`src/rtl/i2s_pattern_src_if.sv`:
```
`default_nettype none
// ============================================================================
// Module   : i2s_pattern_src_if
// Purpose  : I2S serial lines between the SoC master (BCLK/WS) and the source.
// Revision : 1.0 - initial release
// ============================================================================
interface i2s_pattern_src_if;
    logic bclk;
    logic ws;
    logic din;

    modport master (output bclk, output ws, input din);
    modport slave  (input bclk, input ws, output din);
endinterface
`default_nettype wire

```
`src/rtl/i2s_pattern_src.sv`:
```
`default_nettype none
// ============================================================================
// Module   : i2s_pattern_src
// Purpose  : I2S slave transmitter producing constant/ramp/square/LFSR patterns.
// Revision : 1.0 - initial release
// ============================================================================
module i2s_pattern_src #(
    parameter int          SAMPLE_W     = 24,
    parameter bit          INVERT_RIGHT = 1'b1,
    parameter logic [31:0] LFSR_SEED    = 32'hACE1_1234
) (
    input  wire logic                HCLK,
    input  wire logic                HRESET,
    input  wire logic                en,
    input  wire logic [1:0]          mode,
    input  wire logic [SAMPLE_W-1:0] const_val,
    input  wire logic [SAMPLE_W-1:0] step,
    i2s_pattern_src_if.slave         i2s,
    output logic                     active,
    output logic [15:0]              frame_cnt,
    output logic                     short_slot
);
    localparam int              c_BW        = $clog2(SAMPLE_W + 1);
    localparam logic [c_BW-1:0] c_BITS_FULL = c_BW'(SAMPLE_W);
    localparam logic [31:0]     c_LFSR_TAPS = 32'h8020_0003;

    typedef enum logic [0:0] {
        ST_IDLE  = 1'b0,
        ST_SHIFT = 1'b1
    } state_t;

    state_t r_state;
    state_t w_state_next;

    logic r_bclk_m, r_bclk_s, r_bclk_d;
    logic r_ws_m, r_ws_s;
    logic r_ws_r, r_ws_last;

    logic                r_din;
    logic [SAMPLE_W-1:0] r_sh;
    logic [SAMPLE_W-1:0] r_right;
    logic [c_BW-1:0]     r_bit_idx;
    logic [15:0]         r_frame_cnt;
    logic                r_short;
    logic [SAMPLE_W-1:0] r_acc;
    logic [31:0]         r_lfsr;
    logic                r_sq_neg;

    logic w_rise, w_fall, w_ws_chg, w_left_edge, w_right_edge;
    logic w_load_left, w_load_right, w_shift, w_frame_done, w_stop;
    logic [SAMPLE_W-1:0] w_left;
    logic [31:0]         w_lfsr_next;

    // BCLK and WS are asynchronous to HCLK; the third bclk flop only feeds edge detection.
    always_ff @(posedge HCLK or posedge HRESET) begin
        if (HRESET) begin
            r_bclk_m <= 1'b0;
            r_bclk_s <= 1'b0;
            r_bclk_d <= 1'b0;
            r_ws_m   <= 1'b0;
            r_ws_s   <= 1'b0;
        end else begin
            r_bclk_m <= i2s.bclk;
            r_bclk_s <= r_bclk_m;
            r_bclk_d <= r_bclk_s;
            r_ws_m   <= i2s.ws;
            r_ws_s   <= r_ws_m;
        end
    end

    assign w_rise       = r_bclk_s & ~r_bclk_d;
    assign w_fall       = ~r_bclk_s & r_bclk_d;
    assign w_ws_chg     = w_fall && (r_ws_r != r_ws_last);
    assign w_left_edge  = w_ws_chg && !r_ws_r;
    assign w_right_edge = w_ws_chg && r_ws_r;

    always_ff @(posedge HCLK or posedge HRESET) begin
        if (HRESET) r_state <= ST_IDLE;
        else        r_state <= w_state_next;
    end

    always_comb begin
        w_state_next = r_state;
        w_load_left  = 1'b0;
        w_load_right = 1'b0;
        w_shift      = 1'b0;
        w_frame_done = 1'b0;
        w_stop       = 1'b0;
        case (r_state)
            ST_IDLE: begin
                if (w_left_edge && en) begin
                    w_load_left  = 1'b1;
                    w_state_next = ST_SHIFT;
                end
            end
            ST_SHIFT: begin
                if (w_left_edge) begin
                    w_frame_done = 1'b1;
                    if (en) begin
                        w_load_left = 1'b1;
                    end else begin
                        w_stop       = 1'b1;
                        w_state_next = ST_IDLE;
                    end
                end else if (w_right_edge) begin
                    w_load_right = 1'b1;
                end else if (w_fall) begin
                    w_shift = 1'b1;
                end
            end
            default: w_state_next = ST_IDLE;
        endcase
    end

    assign w_lfsr_next = (r_lfsr >> 1) ^ (r_lfsr[0] ? c_LFSR_TAPS : 32'h0);

    always_comb begin
        w_left = const_val;
        case (mode)
            2'd1:    w_left = r_acc;
            2'd2:    w_left = r_sq_neg ? (SAMPLE_W'(0) - const_val) : const_val;
            2'd3:    w_left = r_lfsr[31 -: SAMPLE_W];
            default: w_left = const_val;
        endcase
    end

    always_ff @(posedge HCLK or posedge HRESET) begin
        if (HRESET) begin
            r_ws_r      <= 1'b0;
            r_ws_last   <= 1'b0;
            r_din       <= 1'b0;
            r_sh        <= '0;
            r_right     <= '0;
            r_bit_idx   <= '0;
            r_frame_cnt <= '0;
            r_short     <= 1'b0;
            r_acc       <= '0;
            r_lfsr      <= LFSR_SEED;
            r_sq_neg    <= 1'b0;
        end else begin
            if (w_rise) r_ws_r    <= r_ws_s;
            if (w_fall) r_ws_last <= r_ws_r;
            if (w_frame_done) r_frame_cnt <= r_frame_cnt + 16'd1;
            if (w_ws_chg && (r_state == ST_SHIFT) && (r_bit_idx < c_BITS_FULL))
                r_short <= 1'b1;

            if (w_load_left) begin
                // Right word is frozen here so both channels belong to the same frame.
                r_right   <= INVERT_RIGHT ? ~w_left : w_left;
                r_din     <= w_left[SAMPLE_W-1];
                r_sh      <= w_left << 1;
                r_bit_idx <= c_BW'(1);
                case (mode)
                    2'd1:    r_acc    <= r_acc + step;
                    2'd2:    r_sq_neg <= ~r_sq_neg;
                    2'd3:    r_lfsr   <= w_lfsr_next;
                    default: ;
                endcase
            end else if (w_load_right) begin
                r_din     <= r_right[SAMPLE_W-1];
                r_sh      <= r_right << 1;
                r_bit_idx <= c_BW'(1);
            end else if (w_shift) begin
                if (r_bit_idx < c_BITS_FULL) begin
                    r_din     <= r_sh[SAMPLE_W-1];
                    r_sh      <= r_sh << 1;
                    r_bit_idx <= r_bit_idx + c_BW'(1);
                end else begin
                    r_din <= 1'b0;
                end
            end else if (w_stop) begin
                r_din <= 1'b0;
            end
        end
    end

    assign i2s.din    = r_din;
    assign active     = (r_state == ST_SHIFT);
    assign frame_cnt  = r_frame_cnt;
    assign short_slot = r_short;

endmodule
`default_nettype wire

```
`src/flat_wrapper.sv`:
```
// flat-port wrapper written by rule: the top's interface ports become plain ports
module i2s_pattern_src_flat 
#(
    parameter int          SAMPLE_W     = 24,
    parameter bit          INVERT_RIGHT = 1'b1,
    parameter logic [31:0] LFSR_SEED    = 32'hACE1_1234
)
  (HCLK, HRESET, en, mode, const_val, step, active, frame_cnt, short_slot, i2s_bclk, i2s_ws, i2s_din);
  i2s_pattern_src_if i2s_i ();
  input  wire logic HCLK;
  input  wire logic HRESET;
  input  wire logic en;
  input  wire logic [1:0] mode;
  input  wire logic [SAMPLE_W-1:0] const_val;
  input  wire logic [SAMPLE_W-1:0] step;
  output logic active;
  output logic [15:0] frame_cnt;
  output logic short_slot;
  input wire logic [$bits(i2s_i.bclk)-1:0] i2s_bclk;
  input wire logic [$bits(i2s_i.ws)-1:0] i2s_ws;
  output wire logic [$bits(i2s_i.din)-1:0] i2s_din;
  assign i2s_i.bclk = i2s_bclk;
  assign i2s_i.ws = i2s_ws;
  assign i2s_din = i2s_i.din;
  i2s_pattern_src #(.SAMPLE_W(SAMPLE_W), .INVERT_RIGHT(INVERT_RIGHT), .LFSR_SEED(LFSR_SEED)) u_core (.HCLK(HCLK), .HRESET(HRESET), .en(en), .mode(mode), .const_val(const_val), .step(step), .i2s(i2s_i), .active(active), .frame_cnt(frame_cnt), .short_slot(short_slot));
endmodule
```
`config.mk`:
```
export PLATFORM = sky130hd
export DESIGN_NAME = i2s_pattern_src_flat
export DESIGN_NICKNAME = d
export VERILOG_FILES = /design/src/rtl/i2s_pattern_src_if.sv /design/src/rtl/i2s_pattern_src.sv /design/src/flat_wrapper.sv
export SDC_FILE = /design/constraint.sdc
export NUM_CORES = 1
export LEC_CHECK = 0
export CORE_MARGIN = 2
export CORE_UTILIZATION = 63
export CTS_CLUSTER_SIZE = 30
export DETAILED_ROUTE_END_ITERATION = 7
export PLACE_DENSITY = 0.92
export RECOVER_POWER = 25
export SKIP_CTS_REPAIR_TIMING = 1
export SLEW_MARGIN = 25
export SYNTH_ARGS = -nofsm -noshare
export SYNTH_HDL_FRONTEND = slang
export SYNTH_SLANG_ARGS = --single-unit
```
`constraint.sdc`:
```
create_clock -name HCLK -period 8.4 [get_ports HCLK]
set_clock_uncertainty 0.1 [all_clocks]
set_input_delay 2.1 -clock HCLK [delete_from_list [all_inputs] [get_ports HCLK]]
set_output_delay 2.1 -clock HCLK [all_outputs]
set_load 0.03 [all_outputs]
```
==> run metrics <==
Std-Cell Rows 41; Post-Syn Instances slightly above 800; Reg power frac 40.7%; Clock Latency Late Sink around 0.43 ns; post-detailed-route DRC marker count 0; top flip-flop cell by instance count after synthesis sky130_fd_sc_hd__dfrtp_1; WL final 19530 µm; Setup Viol. Count Final 0; Antenna Nets Post-Route 0; CTS HTree Levels 4; Post-synth EDFFs 0; post-route fraction of the period consumed by the critical path 56.96%; launching element type of the critical path input pin; share of synthesized flip-flops with an asynchronous set or reset 100.0%; effective utilization at floorplan ~64%; IO Pins 74; filler instances around 830; CTS tree built; total via count in the routed design 6712; Gate power share 28.0%; clock tree sinks about 140; setup repair after global routing missed its margin false; number of detailed-route iterations in the first pass 6; ordered list of cells on the worst path dlygate4sd3_1, clkinvlp_2, buf_4; hold violation count in the final report 0; switching power summed over all nets approximately 0.73 mW; NumNets Final ~950; transition time at the pin with the least slew margin 2.623 ns; endpoint type of the worst setup path asynchronous set/reset pin; Total Negative Setup Slacks 0 ns; maximum net fanout on the critical path 74; classification of the worst-slack hold path reg2reg; achievable frequency between 200 and 250 MHz; slowest CP cell sky130_fd_sc_hd__clkinvlp_2; number of buffers created by CTS 17; synthesized flop and latch total 135; Die W about 120 µm; failing checks max-capacitance violations, max-slew violations; CTS Buffer Depth 2; most repeated cell in the gate-level netlist after synthesis sky130_fd_sc_hd__dfrtp_1; number of antenna diodes 0; clk slew on worst S/H paths ~0.060 ns; average instance area after synthesis around 9.8 µm²; top cells by count, synth sky130_fd_sc_hd__dfrtp_1 (122), sky130_fd_sc_hd__nand2_1 (75), sky130_fd_sc_hd__nor2_1 (59); Routability Congestion between 0.9 and 1; gr ovfl total 0; part of the Yosys area used for sequential elements between 40% and 50%; DP Area approximately 8800 µm²; Max-Slew Margin vs Limit -75.85%; number of max-cap violations 1; Crit path max-delay family buffers and inverters; total count of max-transition violations in the final report 63; leak pwr 4.068 nW; power density normalized to cell area roughly 240 nW/µm²; stage delay of the slowest cell on the critical path 1.49 ns; worst ir drop on vdd approximately 0.12 mV; worst-case setup slack after placement ~3.3 ns; wire per inst approximately 18 µm; Switching Share between 30% and 40%; relative area change from synthesis to final layout 16.53%; cell area after technology mapping roughly 8000 µm²; Die Height around 120 µm; summed area of non-filler cells in the final layout around 9400 µm²; first-pass GRT wire length 31940 µm; worst setup path category in2async; minimum setup slack in the final design roughly 3.6 ns; status complete, but fails checks; total routing resource utilization after global routing 30.25%; layout cells sized above 1 roughly an eighth; area of the core approximately 13000 µm²; vias per std cell 6.350; number of I/O port buffers 73; Clk network pwr share a little under a third; count of unique library cells instantiated by Yosys 71; crit path buf inv count 3; data required time of the worst path ~8.7 ns; largest net degree at the start of global routing 75; placed cell count about 1000; number of antenna violations at the first check in global routing 0; worst hold margin roughly 0.26 ns; synthesized net count 900; Die ar. ~14000 µm²; internal power about 1.5 mW; half-perimeter wire length after detailed placement ~13000 µm; top-area cell type share of the netlist area around 38%; synth top area cells sky130_fd_sc_hd__dfrtp_1 (38%), sky130_fd_sc_hd__mux2_2 (5.7%), sky130_fd_sc_hd__dfstp_2 (4.2%), sky130_fd_sc_hd__xnor2_1 (4.1%), sky130_fd_sc_hd__ha_1 (4.0%); vias in the first global route approximately 6500; min cycle time layout between 4 and 5 ns; Root Buffer Master sky130_fd_sc_hd__clkbuf_16; synth warn 0; detailed router's first-iteration violation count ~560; top cell type by total area after synthesis sky130_fd_sc_hd__dfrtp_1; data arrival time of the critical path between 5 and 6 ns; final instance count without filler cells around 1100
placed cells by master, fill, tap and decap left out, types with 11 or more instances in the layout:
master / instances
sky130_fd_sc_hd__a211oi_1: 19
sky130_fd_sc_hd__a21o_1: 19
sky130_fd_sc_hd__a21oi_1: 49
sky130_fd_sc_hd__and3_1: 13
sky130_fd_sc_hd__clkbuf_16: 17
sky130_fd_sc_hd__clkdlybuf4s50_1: 69
sky130_fd_sc_hd__dfrtp_1: 122
sky130_fd_sc_hd__dfstp_2: 13
sky130_fd_sc_hd__ha_1: 26
sky130_fd_sc_hd__inv_1: 14
sky130_fd_sc_hd__mux2_2: 41
sky130_fd_sc_hd__mux2i_1: 30
sky130_fd_sc_hd__nand2_1: 75
sky130_fd_sc_hd__nand3_1: 20
sky130_fd_sc_hd__nand4_1: 14
sky130_fd_sc_hd__nor2_1: 58
sky130_fd_sc_hd__nor2b_1: 11
sky130_fd_sc_hd__nor3_1: 15
sky130_fd_sc_hd__o21a_1: 14
sky130_fd_sc_hd__o21ai_0: 31
sky130_fd_sc_hd__o31ai_1: 13
sky130_fd_sc_hd__xnor2_1: 38
sky130_fd_sc_hd__xor2_1: 15
area by class of cell:
type / count / area (µm²) / area share [%]
clock buffer: 24 / 481.7 / 5.138
timing repair buffer: 79 / 770.7 / 8.221
sequential: 135 / 3395 / 36.21
tap: 172 / 215.2 / 2.295
clock inverter: 8 / 72.57 / 0.7741
multi-input combinational: 624 / 4383 / 46.75
inverter: 15 / 57.56 / 0.6139
metal layers:
metal,track usage (%),up-vias,part of all wire [%]
met5,0,-,0
met4,11.84,0,2.6
met3,6.179,51,6.3
met2,48.94,269,49
met1,40.42,3284,42
li1,-,3108,-
final timing paths:
check / startpoint / end / slack, ns / cells after the start
max in group HCLK: step[0] / u_core.r_acc[22] / 3.68 / 10
min in group asynchronous: HRESET / u_core.frame_cnt[5] / 2.76 / 2
hold reg to reg: u_core.r_ws_m / u_core.r_ws_s / 0.26 / 0
hold / removal: u_core.r_ws_m / u_core.r_ws_s / 0.26 / 0
setup reg to reg: u_core.r_ws_r / u_core.r_right[21] / 5.01 / 5
setup / recovery: HRESET / u_core.r_bit_idx[0] / 3.62 / 3
state kept, by name, summed over array words and instances, names as in the netlist, named ones only:
name and cells:
u_core.frame_cnt 16, u_core.i2s.din 1, u_core.r_acc 24, u_core.r_bclk_d 1
u_core.r_bclk_m 1, u_core.r_bclk_s 1, u_core.r_bit_idx 5, u_core.r_lfsr 32
u_core.r_right 24, u_core.r_sh 23, u_core.r_sq_neg 1, u_core.r_ws_last 1
u_core.r_ws_m 1, u_core.r_ws_r 1, u_core.r_ws_s 1, u_core.short_slot 1
cells by family after synthesis:
| logic type | share of synthesized area (%) |
|---|---|
| buffers and inverters | 3.421 |
| XOR/XNOR | 5.770 |
| AO/OA/AOI/OAI | 18.16 |
| AND/OR/NAND/NOR | 16.41 |
| flip-flops | 42.19 |
| multiplexers | 9.751 |
| adder cells (fa/ha/maj) | 4.292 |
worst reg2reg max path: stages, from the launching register on:
cell and delay (ns):
sky130_fd_sc_hd__dfrtp_1 0.45, sky130_fd_sc_hd__nor4bb_1 1.06, sky130_fd_sc_hd__nand2_2 0.83, sky130_fd_sc_hd__nor2_1 0.47, sky130_fd_sc_hd__a31oi_1 0.22, sky130_fd_sc_hd__o21a_1 0.15
through the flow:
| stage | power (mW) | utilization [%] |
|---|---|---|
| after detailed placement | 1.526 | 70.19 |
| after floorplan | 1.353 | - |
| after global placement | 1.493 | 70.19 |
| final | 2.247 | 74.59 |
| after global routing | 2.361 | 74.59 |
| after CTS | 2.243 | 74.60 |
power groups by stage:
stage	sequential (mW)	clock, mW	combinational [mW]
2_1_floorplan	0.899	0	0.455
3_3_place_gp	0.909	0	0.584
3_5_place_dp	0.917	0	0.609
4_1_cts	0.911	0.705	0.626
5_1_grt	0.931	0.734	0.696
6_report	0.915	0.702	0.630
No activity file was read; power rests on OpenSTA's default activity.
